$ cat src/rtl/rgb_to_yuv_encoder_pkg.sv
// Shared types and constants for the RGB->YUV 4:2:2 encoder: FSM states,
// default SRAM plane bases, conversion coefficients and scalar helpers.
package rgb_to_yuv_encoder_pkg;

  typedef enum logic [3:0] {
    S_IDLE,
    S_RD0, S_RD1, S_RD2, S_RD3, S_RD4, S_RD5,
    S_WAIT0, S_WAIT1,
    S_CALC,
    S_WR_Y0, S_WR_Y1, S_WR_U, S_WR_V
  } enc_state_t;

  localparam logic [17:0] RGB_BASE_DEF   = 18'd146944;
  localparam logic [17:0] Y_BASE_DEF     = 18'd0;
  localparam logic [17:0] U_BASE_DEF     = 18'd38400;
  localparam logic [17:0] V_BASE_DEF     = 18'd57600;
  localparam int          NUM_GROUPS_DEF = 19200;

  localparam int Y_R = 66;
  localparam int Y_G = 129;
  localparam int Y_B = 25;
  localparam int Y_RND = 128;
  localparam int Y_OFS = 16;

  localparam int U_R = -38;
  localparam int U_G = -74;
  localparam int U_B = 112;
  localparam int V_R = 112;
  localparam int V_G = -94;
  localparam int V_B = -18;
  localparam int C_RND = 256;
  localparam int C_OFS = 128;

  function automatic logic [7:0] clamp8(input int v);
    if (v < 0) return 8'd0;
    else if (v > 255) return 8'd255;
    else return v[7:0];
  endfunction

  function automatic int luma(input int r, input int g, input int b);
    return ((Y_R * r + Y_G * g + Y_B * b + Y_RND) >>> 8) + Y_OFS;
  endfunction

  // Chroma works on pair sums, so the extra bit of the sum is folded into the shift.
  function automatic int chroma(input int cr, input int cg, input int cb,
                                input int rs, input int gs, input int bs);
    return ((cr * rs + cg * gs + cb * bs + C_RND) >>> 9) + C_OFS;
  endfunction

endpackage

$ cat src/rtl/rgb_to_yuv_math.sv
// Combinational conversion of one horizontal pixel pair: two luma samples
// plus one decimated U/V sample, all clamped to 8 bits.
module rgb_to_yuv_math
  import rgb_to_yuv_encoder_pkg::*;
(
  input  logic [7:0] i_r0,
  input  logic [7:0] i_g0,
  input  logic [7:0] i_b0,
  input  logic [7:0] i_r1,
  input  logic [7:0] i_g1,
  input  logic [7:0] i_b1,
  output logic [7:0] o_y0,
  output logic [7:0] o_y1,
  output logic [7:0] o_u,
  output logic [7:0] o_v
);

  int w_rs;
  int w_gs;
  int w_bs;

  assign w_rs = int'(i_r0) + int'(i_r1);
  assign w_gs = int'(i_g0) + int'(i_g1);
  assign w_bs = int'(i_b0) + int'(i_b1);

  assign o_y0 = clamp8(luma(int'(i_r0), int'(i_g0), int'(i_b0)));
  assign o_y1 = clamp8(luma(int'(i_r1), int'(i_g1), int'(i_b1)));
  assign o_u  = clamp8(chroma(U_R, U_G, U_B, w_rs, w_gs, w_bs));
  assign o_v  = clamp8(chroma(V_R, V_G, V_B, w_rs, w_gs, w_bs));

endmodule

$ cat src/rtl/rgb_to_yuv_encoder.sv
// Streams packed RGB groups (4 pixels in 6 words) out of SRAM, converts them
// to YUV 4:2:2 and writes the Y, U and V planes back, 13 cycles per group.
module rgb_to_yuv_encoder
  import rgb_to_yuv_encoder_pkg::*;
#(
  parameter logic [17:0] RGB_BASE   = RGB_BASE_DEF,
  parameter logic [17:0] Y_BASE     = Y_BASE_DEF,
  parameter logic [17:0] U_BASE     = U_BASE_DEF,
  parameter logic [17:0] V_BASE     = V_BASE_DEF,
  parameter int          NUM_GROUPS = NUM_GROUPS_DEF
) (
  input  logic        CLOCK_50_I,
  input  logic        Reset,
  input  logic        M_start,
  output logic        M_done,
  output logic [17:0] SRAM_address,
  output logic [15:0] SRAM_write_data,
  output logic        SRAM_we_n,
  input  logic [15:0] SRAM_read_data
);

  localparam int GW = $clog2(NUM_GROUPS + 1);

  enc_state_t    r_state;
  enc_state_t    w_state_next;
  logic [17:0]   r_rgb_addr;
  logic [17:0]   r_y_addr;
  logic [17:0]   r_u_addr;
  logic [17:0]   r_v_addr;
  logic [GW-1:0] r_group;
  logic          r_done;
  logic [15:0]   r_w [6];
  logic [7:0]    r_y [4];
  logic [7:0]    r_uc [2];
  logic [7:0]    r_vc [2];
  logic [7:0]    w_y [4];
  logic [7:0]    w_uc [2];
  logic [7:0]    w_vc [2];
  logic          w_last;
  logic          w_cap_en;
  logic [2:0]    w_cap_idx;

  assign w_last = (r_group == GW'(NUM_GROUPS - 1));

  // Pair gi uses words 3gi..3gi+2: {R,G}, {B,R'}, {G',B'}.
  generate
    for (genvar gi = 0; gi < 2; gi++) begin : g_pair
      rgb_to_yuv_math u_math (
        .i_r0 (r_w[3*gi][15:8]),
        .i_g0 (r_w[3*gi][7:0]),
        .i_b0 (r_w[3*gi+1][15:8]),
        .i_r1 (r_w[3*gi+1][7:0]),
        .i_g1 (r_w[3*gi+2][15:8]),
        .i_b1 (r_w[3*gi+2][7:0]),
        .o_y0 (w_y[2*gi]),
        .o_y1 (w_y[2*gi+1]),
        .o_u  (w_uc[gi]),
        .o_v  (w_vc[gi])
      );
    end
  endgenerate

  // Read data trails the address by two cycles, so word k lands two states later.
  always_comb begin
    w_cap_en  = 1'b1;
    w_cap_idx = 3'd0;
    case (r_state)
      S_RD2:   w_cap_idx = 3'd0;
      S_RD3:   w_cap_idx = 3'd1;
      S_RD4:   w_cap_idx = 3'd2;
      S_RD5:   w_cap_idx = 3'd3;
      S_WAIT0: w_cap_idx = 3'd4;
      S_WAIT1: w_cap_idx = 3'd5;
      default: w_cap_en  = 1'b0;
    endcase
  end

  generate
    for (genvar gi = 0; gi < 6; gi++) begin : g_word
      always_ff @(posedge CLOCK_50_I or posedge Reset) begin
        if (Reset) r_w[gi] <= '0;
        else if (w_cap_en && w_cap_idx == 3'(gi)) r_w[gi] <= SRAM_read_data;
      end
    end
  endgenerate

  always_comb begin
    w_state_next = r_state;
    case (r_state)
      S_IDLE:  if (M_start) w_state_next = S_RD0;
      S_RD0:   w_state_next = S_RD1;
      S_RD1:   w_state_next = S_RD2;
      S_RD2:   w_state_next = S_RD3;
      S_RD3:   w_state_next = S_RD4;
      S_RD4:   w_state_next = S_RD5;
      S_RD5:   w_state_next = S_WAIT0;
      S_WAIT0: w_state_next = S_WAIT1;
      S_WAIT1: w_state_next = S_CALC;
      S_CALC:  w_state_next = S_WR_Y0;
      S_WR_Y0: w_state_next = S_WR_Y1;
      S_WR_Y1: w_state_next = S_WR_U;
      S_WR_U:  w_state_next = S_WR_V;
      S_WR_V:  w_state_next = w_last ? S_IDLE : S_RD0;
      default: w_state_next = S_IDLE;
    endcase
  end

  always_ff @(posedge CLOCK_50_I or posedge Reset) begin
    if (Reset) begin
      r_state    <= S_IDLE;
      r_rgb_addr <= RGB_BASE;
      r_y_addr   <= Y_BASE;
      r_u_addr   <= U_BASE;
      r_v_addr   <= V_BASE;
      r_group    <= '0;
      r_done     <= 1'b0;
      for (int i = 0; i < 4; i++) r_y[i] <= '0;
      for (int i = 0; i < 2; i++) begin
        r_uc[i] <= '0;
        r_vc[i] <= '0;
      end
    end else begin
      r_state <= w_state_next;
      r_done  <= 1'b0;
      case (r_state)
        S_IDLE: if (M_start) begin
          r_rgb_addr <= RGB_BASE;
          r_y_addr   <= Y_BASE;
          r_u_addr   <= U_BASE;
          r_v_addr   <= V_BASE;
          r_group    <= '0;
        end
        S_RD0, S_RD1, S_RD2, S_RD3, S_RD4, S_RD5: r_rgb_addr <= r_rgb_addr + 18'd1;
        S_CALC: begin
          r_y  <= w_y;
          r_uc <= w_uc;
          r_vc <= w_vc;
        end
        S_WR_Y0, S_WR_Y1: r_y_addr <= r_y_addr + 18'd1;
        S_WR_U: r_u_addr <= r_u_addr + 18'd1;
        S_WR_V: begin
          r_v_addr <= r_v_addr + 18'd1;
          if (w_last) r_done <= 1'b1;
          else r_group <= r_group + GW'(1);
        end
        default: ;
      endcase
    end
  end

  always_comb begin
    SRAM_address    = r_rgb_addr;
    SRAM_write_data = 16'h0000;
    SRAM_we_n       = 1'b1;
    case (r_state)
      S_WR_Y0: begin
        SRAM_address    = r_y_addr;
        SRAM_write_data = {r_y[0], r_y[1]};
        SRAM_we_n       = 1'b0;
      end
      S_WR_Y1: begin
        SRAM_address    = r_y_addr;
        SRAM_write_data = {r_y[2], r_y[3]};
        SRAM_we_n       = 1'b0;
      end
      S_WR_U: begin
        SRAM_address    = r_u_addr;
        SRAM_write_data = {r_uc[0], r_uc[1]};
        SRAM_we_n       = 1'b0;
      end
      S_WR_V: begin
        SRAM_address    = r_v_addr;
        SRAM_write_data = {r_vc[0], r_vc[1]};
        SRAM_we_n       = 1'b0;
      end
      default: ;
    endcase
  end

  assign M_done = r_done;

endmodule

$ cat config.mk
export PLATFORM = sky130hd
export DESIGN_NAME = rgb_to_yuv_encoder
export DESIGN_NICKNAME = d
export VERILOG_FILES = /design/src/rtl/rgb_to_yuv_encoder_pkg.sv /design/src/rtl/rgb_to_yuv_math.sv /design/src/rtl/rgb_to_yuv_encoder.sv
export SDC_FILE = /design/constraint.sdc
export NUM_CORES = 2
export LEC_CHECK = 0
export CAP_MARGIN = 30
export CORE_MARGIN = 8
export CORE_UTILIZATION = 52
export CTS_CLUSTER_DIAMETER = 120
export CTS_CLUSTER_SIZE = 14
export DETAILED_ROUTE_END_ITERATION = 16
export PLACE_DENSITY = 0.76
export REMOVE_ABC_BUFFERS = 1
export SYNTH_ARGS = -nofsm -noshare
export SYNTH_HDL_FRONTEND = slang
export SYNTH_SLANG_ARGS = --single-unit
$ cat constraint.sdc
create_clock -name CLOCK_50_I -period 10.15 [get_ports CLOCK_50_I]
set_input_delay 1.5225 -clock CLOCK_50_I [delete_from_list [all_inputs] [get_ports CLOCK_50_I]]
set_output_delay 1.5225 -clock CLOCK_50_I [all_outputs]
set_load 0.05 [all_outputs]
* After elaboration in Yosys (flattened, before gate mapping)
Cells that the tools add are included.
Word-level totals: output and inout port bits 36, register bits after elaboration 252, bits of input ports 19
Cells by class: multipliers 24, equal/unequal tests 21, reductions and logical operators 21, magnitude comparators 16, muxes and demuxes 37, add/subtract/negate cells 43
Operators with widths (number):
- $add A32 B32 Y32 | 16
- $gt A32 B9 Y1 const B | 8
- $lt A32 B1 Y1 const B | 8
- $pmux W18 S2 | 4
- $add A32 B10 Y32 const B | 4
- $add A32 B9 Y32 const B | 4
- $mul A4 B32 Y28 const A | 4
- $mul A7 B32 Y31 const A | 4
- $mux W8 | 16
- $add A24 B6 Y25 const B | 4
- $add A23 B9 Y24 const B | 4
- $add A18 B1 Y18 const B | 4
- $mux W18 | 4
- $mul A5 B32 Y31 const A | 2
- $mul A6 B32 Y31 const A | 2
- $mul A8 B8 Y16 const A | 4
- $pmux W16 S4 | 1
- $mul A6 B8 Y14 const A | 4
- $pmux W4 S14 | 1
- $add A8 B8 Y9 | 6
- $pmux W18 S3 | 1
- $mul A5 B8 Y13 const A | 4
- $mux W15 | 2
- $pmux W15 S2 | 1
- 22 further kinds | 50

* Logic depth before layout (Yosys ltp)
depth in word-level cells 9, mapped depth 46, mapped depth without buffers 44

* Hierarchy
From an unflattened synthesis, not the netlist that was laid out.
Unflattened totals: cells, all modules 4600, area, all modules 42150.4 um^2
By module, submodules not included:
- rgb_to_yuv_math (g_pair[1].u_math) | area an instance 15557.4 um^2, cells each 1844, times used 1, seq. area each 0.0 um^2
- rgb_to_yuv_math (g_pair[0].u_math) | area an instance 15235.9 um^2, cells each 1802, times used 1, seq. area each 0.0 um^2
- rgb_to_yuv_encoder | area an instance 11357.1 um^2, cells each 954, times used 1, seq. area each 6323.6 um^2

* Worst setup path before layout
OpenSTA, ideal clock, no wires.
path type reg-to-reg, start point register r_w[8] in the netlist's numbering, end point register r_uc[0] in the netlist's numbering, setup time 0.139 ns, data arrival time 9.794 ns, path slack 0.217 ns, required time 10.011 ns, path buffers 2, stages on the path, launching flop included 45, cell sequence dfrtp_1 ha_1 fa_1 a21oi_1 nor2_1 nor2_1 o21bai_1 a21oi_1 xnor2_1 inv_1 ha_1 fa_1 inv_1 fa_1 inv_1 fa_1 inv_1 ha_1 (+9 left out) fa_1 inv_1 ha_1 ha_1 buf_2 and3_1 buf_2 o2111ai_1 or2_2 o221ai_1 xor2_1 nand3_1 or3_1 nor3_1 xnor2_1 nand2_1 a2111oi_4 a21oi_1
Between the ends: word-level cells in the longest chain between the ends 9, elaborated cells on any way between the ends 10, those cells by class 5 x add/sub; 1 x mul; 2 x order compare; 2 x mux
RTL lines:
- start: declaration | line rgb_to_yuv_encoder.sv:32 | logic [15:0] r_w [6];
- start signal: indexed assignment | line rgb_to_yuv_encoder.sv:82 | else if (w_cap_en && w_cap_idx == 3'(gi)) r_w[gi] <= SRAM_read_data;
- $add A8 B8 Y9 (*) | line rgb_to_yuv_math.sv:23 | assign w_gs = int'(i_g0) + int'(i_g1);
- $mul A7 B32 Y31 (*) | line rgb_to_yuv_encoder_pkg.sv:47 | return ((cr * rs + cg * gs + cb * bs + C_RND) >>> 9) + C_OFS;
- $add A32 B32 Y32 (*) (2 in series) | line rgb_to_yuv_encoder_pkg.sv:47
- $add A32 B10 Y32 (*) | line rgb_to_yuv_encoder_pkg.sv:47
- $add A23 B9 Y24 (*) | line rgb_to_yuv_encoder_pkg.sv:47
- $gt A32 B9 Y1 | line rgb_to_yuv_encoder_pkg.sv:36 | else if (v > 255) return 8'd255;
- $mux W8 | line rgb_to_yuv_encoder_pkg.sv:36
- $mux W8 (*) | line rgb_to_yuv_encoder_pkg.sv:35 | if (v < 0) return 8'd0;
- end signal: assignment | line rgb_to_yuv_encoder.sv:136 | r_uc <= w_uc;
- end: declaration | line rgb_to_yuv_encoder.sv:34 | logic [7:0] r_uc [2];
Every way passes the cells marked *; elsewhere a longest branch is shown, timed or not. A chain may end at the register's enable or synchronous reset.

* Worst setup path in the final report
start point register r_w[57] in the netlist's numbering, end point register r_uc[8] in the netlist's numbering
Same word-level chain as after synthesis.

==> metrics.cfg <==
[status]
status=finished clean

[grt]
grt_max_degree=149
grt_pass1_wl_um=177000
antenna_found_initial=1
overflow=0
grt_use_total_pct=23.5
grt_pass1_vias=34000

[floorplanning]
die_height_um=303
dieArea_sq_mm=0.0920
rows=105
coreArea_sq_mm=0.0820
num_io_pins=55
chipWidth_um=303
start_util_pct=52.4

[clock_tree]
clk_path_buf_depth=3
clock_latency_ns=0.54
numCtsBuffers=22
cts_tree=yes
clock-sinks=252
cts.clk_slew.worst_paths_ns=0.07
root_buffer=clkbuf_16
postCtsHoldBufs=0
ctsHtreeMaxLevel=1

[logic_synthesis]
synth_area_leaders=ha_1, dfrtp_1, fa_1
avgSynthCellArea_sq_um=8.84
ys_seq_area_share_pct=14.7
ys_warn_count=0
synthCells=4856
async_flop_share_pct=100
synth_top_area_cell=ha_1
synth_area_sq_mm=0.0429
yosysTopAreaCellShare_pct=28.5
synth_edf_count=0
ys_ff_latch=252
synthDistinctLibCells=97
synth-main-ff-cell=dfrtp_1

[layout]
diodes=0
mostFrequentLayoutCell=ha_1
regArea_sq_mm=0.00633
n_fill_cell=7190
area_growth_pct=8.84
multiInputGateArea_sq_mm=0.0340
final_cell_mix=ha_1, inv_1, a21oi_1
utilization_pct=57.0
final_nets=6210
drive_above_1_share_pct=8.45

[worst_setup_path]
cp-start-kind=register
crit_start=r_w[57]
end_kind=register
cp_max_fo=8
crit_path_end=r_uc[8]
r2r_setup_slack_ns=0.39
crit_arrival_ns=10.17
critPathMaxStageDelay_ns=0.54
slowest_stage=fa_1
rr_worst_depth=42
crit_required_ns=10.57
r2r_start=r_w[57]
r2r_end=r_uc[8]
crit_type=register to register

[detailed_routing]
drtPass1Iterations=9
drt_iter0_markers=2472
drc=0
wl_per_cell_um=18.2
detail-route-antenna-nets=0
via_count=34900
drt-vias-per-instance=5.78
totalWireLength_um=110000

[timing]
tightestPinTransition_ns=1.07
period_needed_ns=9.76
period_share_pct=96.1
clock_skew_ns=0.0140
max_freq_mhz=103
slew_headroom_pct=28.5
setup_violations=0
drv_slew=0
finalHoldViolCount=0

[hold_path]
hp-class=register to register

[placement]
gp_congestion=0.934
dp_hpwl_um=91600
numPortBuffers=54

[job]
drv_cap=0

## kinds of logic (layout without fill, tap and decap cells)
logic type	after synthesis	after routing	share of synthesized area (%)
and+or+nand+nor	1007	1007	11.6
xor gates and xnor gates	374	374	7.65
DFF	252	252	14.7
buffers and inverters	859	973	7.55
muxes	87	87	2.23
adders and majority gates	1231	1231	40.3
AOI/OAI and AO/OA	1046	1046	16.0
## cells in the mapped netlist, drive strengths merged (11+ instances only)
cell type	instances
a211oi	29
a21o	91
a21oi	304
a221o	18
a222oi	17
a22o	17
a31oi	48
and2	15
and3	38
and4	11
buf	15
clkbuf	89
dfrtp	238
dfstp	14
fa	252
ha	979
inv	755
mux2	71
mux2i	16
nand2	250
nand2b	42
nand3	117
nand4	58
nor2	253
nor2b	56
nor3	74
nor4	15
o211a	16
o211ai	32
o21a	21
o21ai	231
o21bai	71
o31a	14
o31ai	22
or2	25
or3	28
xnor2	240
xor2	134
## repair_timing
action,CTS,global route
setup buffers,0,19
endpoints found under the setup margin,18,32
resized for setup,10,136
pin swaps,0,34
## flip-flops by register name, indices dropped and copies added (netlist names)
| register | count |
|---|---|
| r_state | 4 |
| M_done | 1 |
| r_u_addr | 18 |
| r_w | 96 |
| r_uc | 16 |
| r_rgb_addr | 18 |
| r_y | 32 |
| r_y_addr | 18 |
| r_group | 15 |
| r_vc | 16 |
| r_v_addr | 18 |
## final cells by class
| cell class | count | share of cell area [%] |
|---|---|---|
| multi-input combinational | 3745 | 72.8 |
| sequential | 252 | 13.5 |
| inverter | 755 | 6.08 |
| timing repair buffer | 184 | 3.32 |
| tap | 1070 | 2.86 |
| clock buffer | 31 | 1.32 |
| clock inverter | 3 | 0.0402 |
## through the flow
| step | TNS, ns | hold WS, ns | cells | setup slack [ns] | cell area (sq um) |
|---|---|---|---|---|---|
| global route | -1.96 | 0.511 | 6040 | -0.160 | 46700 |
| floorplan | 0 | 0.453 | 4752 | 0.241 | 42500 |
| CTS | 0 | 0.503 | 6020 | 0.00958 | 46000 |
| detailed placement | -0.826 | 0.487 | 5986 | -0.0704 | 45300 |
| finish | 0 | 0.503 | 6040 | 0.394 | 46700 |
| global placement | 0 | 0.488 | 5982 | 0.0523 | 45300 |
## metal layers
metal / up-vias / GRT usage [%] / part of all wire [%] / wire [um]
li1: 17100 / - / - / -
met4: 2 / 5.05 / 2.5 / 2750
met2: 874 / 38.9 / 46 / 50300
met1: 16900 / 33.3 / 47 / 51500
met5: - / 0 / 0.012 / 13
met3: 138 / 2.14 / 5.0 / 5500
## worst min path at each step
stage / from / depth (start not counted) / endpoint
after CTS: r_y[29] / 2 / r_y[29]
final: r_y[29] / 2 / r_y[29]
after floorplan: r_u_addr[17] / 1 / r_u_addr[17]
after detailed placement: r_y[29] / 2 / r_y[29]
after global placement: r_y[29] / 2 / r_y[29]
after global routing: r_u_addr[17] / 1 / r_u_addr[17]
## critical path, delay by kind of cell (launching register included)
kind                     cells  cell delay [ns]
AND/OR/NAND/NOR              9             1.73
multiplexers                 1             0.20
AO/OA/AOI/OAI               12             2.20
XOR/XNOR                     3             0.51
adder cells (fa/ha/maj)     10             3.87
flip-flops                   1             0.47
buffers and inverters        7             0.63
Power is left out: the tool's default activity adds up to more than one toggle a clock period on the data nets, which glitch-free logic cannot reach.
